<file path="config.mk">
export PLATFORM = sky130hd
export DESIGN_NAME = pixie_dma_fb_writer_flat
export DESIGN_NICKNAME = d
export VERILOG_FILES = /design/src/rtl/pixie_dma_fb_writer_if.sv /design/src/rtl/pixie_dma_fb_writer.sv /design/src/flat_wrapper.sv
export SDC_FILE = /design/constraint.sdc
export NUM_CORES = 1
export LEC_CHECK = 0
export ABC_AREA = 1
export BUFFER_PORTS_ARGS = -buffer_cell sky130_fd_sc_hd__buf_2
export CORE_ASPECT_RATIO = 1.2
export CORE_MARGIN = 10
export CORE_UTILIZATION = 30
export CTS_BUF_LIST = sky130_fd_sc_hd__clkbuf_4 sky130_fd_sc_hd__clkbuf_8 sky130_fd_sc_hd__clkbuf_16
export DETAILED_ROUTE_END_ITERATION = 10
export PLACE_DENSITY_LB_ADDON = 0.1
export SYNTH_ARGS = -nofsm -noshare
export SYNTH_HDL_FRONTEND = slang
export SYNTH_SLANG_ARGS = --single-unit
export TNS_END_PERCENT = 100
</file>
<file path="constraint.sdc">
create_clock -name clk -period 3.8 [get_ports clk]
set_input_delay 0.95 -clock clk [delete_from_list [all_inputs] [get_ports clk]]
set_output_delay 0.95 -clock clk [all_outputs]
set_load 0.005 [all_outputs]
</file>
<file path="src/rtl/pixie_dma_fb_writer_if.sv">
// CPU-facing bus of the PIXIE DMA front end: machine-cycle strobe, state code, data,
// display control, and the timing and framebuffer-write outputs.
`timescale 1ns/1ps
interface pixie_dma_fb_writer_if;
    logic       ce;
    logic [1:0] sc;
    logic [7:0] data;
    logic       disp_on;
    logic       disp_off;
    logic       dmao;
    logic       int_n;
    logic       efx;
    logic       fb_write_en;
    logic [9:0] fb_addr;
    logic [7:0] fb_data;

    modport master (
        output ce, sc, data, disp_on, disp_off,
        input  dmao, int_n, efx, fb_write_en, fb_addr, fb_data
    );

    modport slave (
        input  ce, sc, data, disp_on, disp_off,
        output dmao, int_n, efx, fb_write_en, fb_addr, fb_data
    );
endinterface

</file>
<file path="src/rtl/pixie_dma_fb_writer.sv">
// CDP1861-style timing toward the CDP1802 (DMA-out, interrupt, EF1) and the
// write port of the 1 KiB framebuffer fed by the captured DMA-out bytes.
`timescale 1ns/1ps
module pixie_dma_fb_writer #(
    parameter int CYCLES_PER_LINE   = 14,
    parameter int LINES_PER_FRAME   = 262,
    parameter int FIRST_ACTIVE_LINE = 64,
    parameter int ACTIVE_LINES      = 128,
    parameter int BYTES_PER_LINE    = 8,
    parameter int DMA_START_CYCLE   = 2
) (
    input  logic                    clk,
    input  logic                    reset_n,
    pixie_dma_fb_writer_if.slave    bus
);
    localparam int CW = $clog2(CYCLES_PER_LINE);
    localparam int LW = $clog2(LINES_PER_FRAME);
    localparam int BW = $clog2(BYTES_PER_LINE + 1);
    localparam int AW = $clog2(BYTES_PER_LINE);
    localparam int RW = 10 - AW;

    localparam logic [CW-1:0] CYCLE_LAST = CW'(CYCLES_PER_LINE - 1);
    localparam logic [CW-1:0] DMA_START  = CW'(DMA_START_CYCLE);
    localparam logic [LW-1:0] LINE_LAST  = LW'(LINES_PER_FRAME - 1);
    localparam logic [LW-1:0] ACT_FIRST  = LW'(FIRST_ACTIVE_LINE);
    localparam logic [LW-1:0] ACT_END    = LW'(FIRST_ACTIVE_LINE + ACTIVE_LINES);
    localparam logic [LW-1:0] INT_FIRST  = LW'(FIRST_ACTIVE_LINE - 2);
    localparam logic [LW-1:0] INT_LAST   = LW'(FIRST_ACTIVE_LINE - 1);
    localparam logic [LW-1:0] EFX_TOP    = LW'(FIRST_ACTIVE_LINE - 4);
    localparam logic [LW-1:0] EFX_BOT    = LW'(FIRST_ACTIVE_LINE + ACTIVE_LINES - 4);
    localparam logic [BW-1:0] BYTE_MAX   = BW'(BYTES_PER_LINE);

    logic [CW-1:0] cycle_reg;
    logic [LW-1:0] line_reg;
    logic [BW-1:0] byte_reg;
    logic          enable_reg;
    logic          dmao_reg;
    logic          int_n_reg;
    logic          efx_reg;
    logic          fb_write_en_reg;
    logic [9:0]    fb_addr_reg;
    logic [7:0]    fb_data_reg;

    logic          active_line;
    logic          byte_room;
    logic          capture;
    logic [RW-1:0] row;

    always_comb begin
        active_line = (line_reg >= ACT_FIRST) && (line_reg < ACT_END);
        byte_room   = byte_reg < BYTE_MAX;
        row         = RW'(line_reg - ACT_FIRST);
        capture     = bus.ce && (bus.sc == 2'b10) && enable_reg && active_line && byte_room;
    end

    always_ff @(posedge clk or negedge reset_n) begin
        if (!reset_n) begin
            cycle_reg       <= '0;
            line_reg        <= '0;
            byte_reg        <= '0;
            enable_reg      <= 1'b0;
            dmao_reg        <= 1'b0;
            int_n_reg       <= 1'b1;
            efx_reg         <= 1'b0;
            fb_write_en_reg <= 1'b0;
            fb_addr_reg     <= '0;
            fb_data_reg     <= '0;
        end else begin
            // disp_off takes priority when both control pulses coincide
            if (bus.disp_off)
                enable_reg <= 1'b0;
            else if (bus.disp_on)
                enable_reg <= 1'b1;

            fb_write_en_reg <= capture;
            if (capture) begin
                fb_addr_reg <= {row, byte_reg[AW-1:0]};
                fb_data_reg <= bus.data;
            end

            // the line wrap clears the byte count even if the last cycle also captured
            if (bus.ce) begin
                if (cycle_reg == CYCLE_LAST) begin
                    cycle_reg <= '0;
                    byte_reg  <= '0;
                    line_reg  <= (line_reg == LINE_LAST) ? '0 : line_reg + LW'(1);
                end else begin
                    cycle_reg <= cycle_reg + CW'(1);
                    if (capture)
                        byte_reg <= byte_reg + BW'(1);
                end
            end

            dmao_reg  <= enable_reg && active_line && (cycle_reg >= DMA_START) && byte_room;
            int_n_reg <= !(enable_reg && ((line_reg == INT_FIRST) || (line_reg == INT_LAST)));
            efx_reg   <= ((line_reg >= EFX_TOP) && (line_reg < ACT_FIRST)) ||
                         ((line_reg >= EFX_BOT) && (line_reg < ACT_END));
        end
    end

    assign bus.dmao        = dmao_reg;
    assign bus.int_n       = int_n_reg;
    assign bus.efx         = efx_reg;
    assign bus.fb_write_en = fb_write_en_reg;
    assign bus.fb_addr     = fb_addr_reg;
    assign bus.fb_data     = fb_data_reg;
endmodule

</file>
<file path="src/flat_wrapper.sv">
// flat-port wrapper written by rule: the top's interface ports become plain ports
module pixie_dma_fb_writer_flat 
#(
    parameter int CYCLES_PER_LINE   = 14,
    parameter int LINES_PER_FRAME   = 262,
    parameter int FIRST_ACTIVE_LINE = 64,
    parameter int ACTIVE_LINES      = 128,
    parameter int BYTES_PER_LINE    = 8,
    parameter int DMA_START_CYCLE   = 2
)
  (clk, reset_n, bus_ce, bus_sc, bus_data, bus_disp_on, bus_disp_off, bus_dmao, bus_int_n, bus_efx, bus_fb_write_en, bus_fb_addr, bus_fb_data);
  pixie_dma_fb_writer_if bus_i ();
  input  logic clk;
  input  logic reset_n;
  input wire logic [$bits(bus_i.ce)-1:0] bus_ce;
  input wire logic [$bits(bus_i.sc)-1:0] bus_sc;
  input wire logic [$bits(bus_i.data)-1:0] bus_data;
  input wire logic [$bits(bus_i.disp_on)-1:0] bus_disp_on;
  input wire logic [$bits(bus_i.disp_off)-1:0] bus_disp_off;
  output wire logic [$bits(bus_i.dmao)-1:0] bus_dmao;
  output wire logic [$bits(bus_i.int_n)-1:0] bus_int_n;
  output wire logic [$bits(bus_i.efx)-1:0] bus_efx;
  output wire logic [$bits(bus_i.fb_write_en)-1:0] bus_fb_write_en;
  output wire logic [$bits(bus_i.fb_addr)-1:0] bus_fb_addr;
  output wire logic [$bits(bus_i.fb_data)-1:0] bus_fb_data;
  assign bus_i.ce = bus_ce;
  assign bus_i.sc = bus_sc;
  assign bus_i.data = bus_data;
  assign bus_i.disp_on = bus_disp_on;
  assign bus_i.disp_off = bus_disp_off;
  assign bus_dmao = bus_i.dmao;
  assign bus_int_n = bus_i.int_n;
  assign bus_efx = bus_i.efx;
  assign bus_fb_write_en = bus_i.fb_write_en;
  assign bus_fb_addr = bus_i.fb_addr;
  assign bus_fb_data = bus_i.fb_data;
  pixie_dma_fb_writer #(.CYCLES_PER_LINE(CYCLES_PER_LINE), .LINES_PER_FRAME(LINES_PER_FRAME), .FIRST_ACTIVE_LINE(FIRST_ACTIVE_LINE), .ACTIVE_LINES(ACTIVE_LINES), .BYTES_PER_LINE(BYTES_PER_LINE), .DMA_START_CYCLE(DMA_START_CYCLE)) u_core (.clk(clk), .reset_n(reset_n), .bus(bus_i));
endmodule
</file>
Word-level counts from Yosys, hierarchy flattened. Cells that the tools add are included.

Bits of input ports: 15. Output and inout port bits: 22. Register bits after elaboration: 40. Word-level logic and storage cells: 50.

$add $sub $neg: 4. Reductions and logical operators: 18. Order comparisons: 7. Eq/ne operators: 5. Multiplexer cells: 6.

Operators with widths (count): $eq A9 B6 Y1 const B (2); $mux W4 (3); $logic_and A1 B1 Y1 (11); $add A9 B1 Y9 const B (1); $eq A9 B9 Y1 const B (1); $ge A9 B6 Y1 const B (1); $ge A9 B7 Y1 const B (1); $ge A9 B8 Y1 const B (1); $lt A9 B7 Y1 const B (1); $lt A9 B8 Y1 const B (1); $mux W9 (1); $add A4 B1 Y4 const B (2); $sub A7 B7 Y7 const B (1); $eq A4 B4 Y1 const B (1); $ge A4 B2 Y1 const B (1); $lt A4 B4 Y1 const B (1); $reduce_and A2 Y1 (2); $reduce_bool A2 Y1 (2); $eq A2 B2 Y1 const B (1); $logic_or A1 B1 Y1 (2); $mux W1 (2); $logic_not A1 Y1 (1).

Depth between registers and ports, before layout.
Depth in word-level cells: 7. Mapped depth: 9.

Worst setup path after synthesis. Ideal clock, no wire load.

Path type: input port to flip-flop. From: in bus_sc[0]. To: reg u_core.fb_addr_reg[2] (netlist: u_core.bus.fb_addr[2]). Setup time: 0.117 ns. Data arrival time: 1.618 ns. Setup slack: 2.065 ns. Stages on the path: 7. Path through: nor2_1 -> nand2_1 -> nor2_2 -> nand2_4 -> buf_4 -> nand2_1 -> nand2_1.

Cells in the longest elaborated chain, start to end: 5.

RTL lines: start, declared (RTL line flat_wrapper.sv:16) `input wire logic [$bits(bus_i.sc)-1:0] bus_sc;`; $eq A2 B2 Y1 (RTL line pixie_dma_fb_writer.sv:53) `capture = bus.ce && (bus.sc == 2'b10) && enable_reg && active_line && byte_room;`; $logic_and A1 B1 Y1 (4 in series) (RTL line pixie_dma_fb_writer.sv:53); end signal, assigned (RTL line pixie_dma_fb_writer.sv:77) `fb_addr_reg <= {row, byte_reg[AW-1:0]};`; end, declared (RTL line pixie_dma_fb_writer.sv:41) `logic [9:0] fb_addr_reg;`.

No other way between the ends. A chain may end at the register's enable or synchronous reset.

Final worst setup path.
From: reg u_core.int_n_reg (netlist: u_core.bus.int_n). To: out bus_int_n.

RTL lines: start, declared (RTL line pixie_dma_fb_writer.sv:38) `logic int_n_reg;`; start signal, assigned (RTL line pixie_dma_fb_writer.sv:95) `int_n_reg <= !(enable_reg && ((line_reg == INT_FIRST) || (line_reg == INT_LAST)));`; end, declared (RTL line flat_wrapper.sv:21) `output wire logic [$bits(bus_i.int_n)-1:0] bus_int_n;`.

No word-level cell between the ends.

==> results.json <==
{
  "status": "completed",
  "fp.coreArea_mm2": 0.00609,
  "firstDrtPassIters": 4,
  "cts_tree": "done",
  "startpoint_type": "register",
  "drcViolationCount": 0,
  "drt_iter0_drc": 98,
  "antenna_left": 0,
  "regArea_mm2": 0.00100,
  "fin_crit_ns": 1.86,
  "max_stage_delay_ns": 0.52,
  "route.vias.total": 1526,
  "ios": 37,
  "yosysSeqAreaShare_pct": 52.8,
  "final-hold-violation-count": 0,
  "globalplace.congestion": 0.772,
  "muxShareOfSynthArea_pct": 0,
  "clock_skew_ns": 0.00220,
  "start_util_pct": 31.2,
  "max_slew_margin_pct": 39.4,
  "power_w": 0.00148,
  "yosys.area_share.simple_pct": 27.9,
  "cp_cell_sequence": "buf_2",
  "grt_max_degree": 41,
  "power.density_mw_per_mm2": 653,
  "die_x_um": 92.6,
  "period_share_pct": 48.8,
  "cp_max_fo": 1,
  "required_ns": 2.85,
  "fmax_mhz": 539,
  "nFillCells": 650,
  "cts_resized": 0,
  "cts_setup_buffers": 0,
  "ys.flop_type": "dfrtp_1",
  "top_usage_layer": "met2",
  "slowest_stage": "dfstp_2",
  "antenna_found_initial": 0,
  "ys_async_sr_fraction_pct": 100,
  "clk_path_buf_depth": 2,
  "clock-root-buffer": "clkbuf_8",
  "synth-edff-count": 0,
  "ys_types": 28,
  "use_met1_pct": 11.3,
  "syn2layout_area_growth_pct": 18.9,
  "largest_reg_flops": 10,
  "report.final.slew_viol_count": 0,
  "portBuffers": 36,
  "nets": 277,
  "ys_ff_latch": 40,
  "ys_warn_count": 0,
  "p_leak_nw": 1.21,
  "viasPerCell": 4.49,
  "cp.arrival_ns": 0.91,
  "rsz0062_at_grt": "false",
  "synthXorXnorAreaFrac_pct": 1.38,
  "path_clk_slew_ns": 0.08,
  "drt-wirelength-per-cell_um": 12.4,
  "dieArea_mm2": 0.00993,
  "synthAdderAreaFrac_pct": 3.29,
  "use_met2_pct": 13.8,
  "synthesis.area_mm2": 0.00190,
  "grt_pass1_vias": 1498,
  "grtUsageTotal_pct": 8.88,
  "synth_compound_area_share_pct": 7.84,
  "worst_skew_pair.late_latency_ns": 0.28,
  "drive_gt1_share_pct": 23.3,
  "routed_wl_um": 4230,
  "ir_worst_vdd_mv": 0.192,
  "cts_made_buffers": 5,
  "cp_top_family": "flip-flops",
  "hold_buffers": 0,
  "cap_violations": 0,
  "htreeDepth": 2,
  "hp-class": "register to register",
  "chipHeight_um": 107,
  "synth_cells": 220,
  "synth_top_family_by_area": "simple AND/OR/NAND/NOR gates",
  "tightestPinTransition_ns": 0.909,
  "multi_input_area_um2": 767,
  "num_rows": 31,
  "worst-setup-path-type": "register to output pin",
  "place_hpwl_um": 3030,
  "finalSetupTns_ns": 0,
  "syn_area_per_cell_um2": 8.63,
  "path_buf_inv": 1,
  "grt_pass1_wl_um": 7270,
  "use_met3_pct": 3.00,
  "layout_commonest_cell": "nand2_1",
  "syn-num-nets": 240,
  "grt_overflow_total": 0,
  "cts.sinks": 40,
  "diodes": 0,
  "cp-end-kind": "output pin",
  "setup_viol": 0,
  "layout_common_cells": "nand2_1 (75), dfrtp_1 (39), buf_2 (36)"
}
[tightest hold or removal path, stage by stage (launching register included)]
cell     delay [ns]
dfrtp_1        0.34
nand2_1        0.05
nand2_1        0.05
[per-layer routing]
layer  wire length [µm]  part of all wire, %
met1               2120                   50
met2               1830                   43
met3                232                  5.5
met4                 47                  1.1
met5                  0                    0
[final timing paths]
kind,to,from,slack [ns],cells past startpoint
max in group asynchronous,u_core.line_reg[5]$_DFFE_PN0P_,reset_n,2.44,1
min in group asynchronous,u_core.bus.fb_data[3]$_DFFE_PN0P_,reset_n,0.79,1
hold / removal,u_core.bus.fb_data[6]$_DFFE_PN0P_,u_core.bus.fb_data[6]$_DFFE_PN0P_,0.48,2
setup reg to reg,u_core.bus.fb_data[3]$_DFFE_PN0P_,u_core.line_reg[6]$_DFFE_PN0P_,2.07,8
setup / recovery,bus_int_n,u_core.bus.int_n$_DFF_PN1_,1.94,1
hold reg to reg,u_core.bus.fb_data[6]$_DFFE_PN0P_,u_core.bus.fb_data[6]$_DFFE_PN0P_,0.48,2
[synthesized netlist by cell type (2+ instances only)]
master / number / share of area (%)
nand3_1: 17 / 4.5
inv_1: 19 / 3.8
o21ai_2: 7 / 3.2
ha_1: 5 / 3.3
buf_6: 3 / 1.8
nor2_1: 15 / 3.0
nand2_1: 75 / 15
nand4_1: 8 / 2.6
nor2_2: 2 / 0.66
dfrtp_1: 39 / 51
xor2_1: 3 / 1.4
o21ai_0: 10 / 2.6
a21oi_1: 2 / 0.53
[cell families after synthesis]
logic type	count (synthesis)
xor gates and xnor gates	3
buffers and inverters	27
and+or+nand+nor	122
AOI/OAI and AO/OA	23
adders and majority gates	5
DFF	40
[cell type report]
class | count | area share [%]
Tap cell | 82 | 4.54
Clock inverter | 1 | 1.33
Timing Repair Buffer | 36 | 7.98
Clock buffer | 7 | 4.27
Inverter | 21 | 3.55
Sequential cell | 40 | 44.4
Multi-Input combinational cell | 153 | 34.0
[report_power, final]
group / switching (W) / internal (W)
Combinational: 0.000255 / 0.000170
Clock: 0.000148 / 0.000232
Sequential: 0.000109 / 0.000562
Total: 0.000512 / 0.000963
[stage by stage]
step	area [µm²]	setup slack, ns	std cells	hold slack, ns	utilization [%]
final	2260	1.94	340	0.476	37.1
after global placement	2130	1.64	332	0.459	35.0
after CTS	2260	1.92	340	0.482	37.1
after floorplan	1900	2.07	220	0.457	-
after global routing	2260	1.84	340	0.490	37.1
after detailed placement	2130	1.67	332	0.462	35.0
Note: power is estimated with default switching activity, not from simulation.
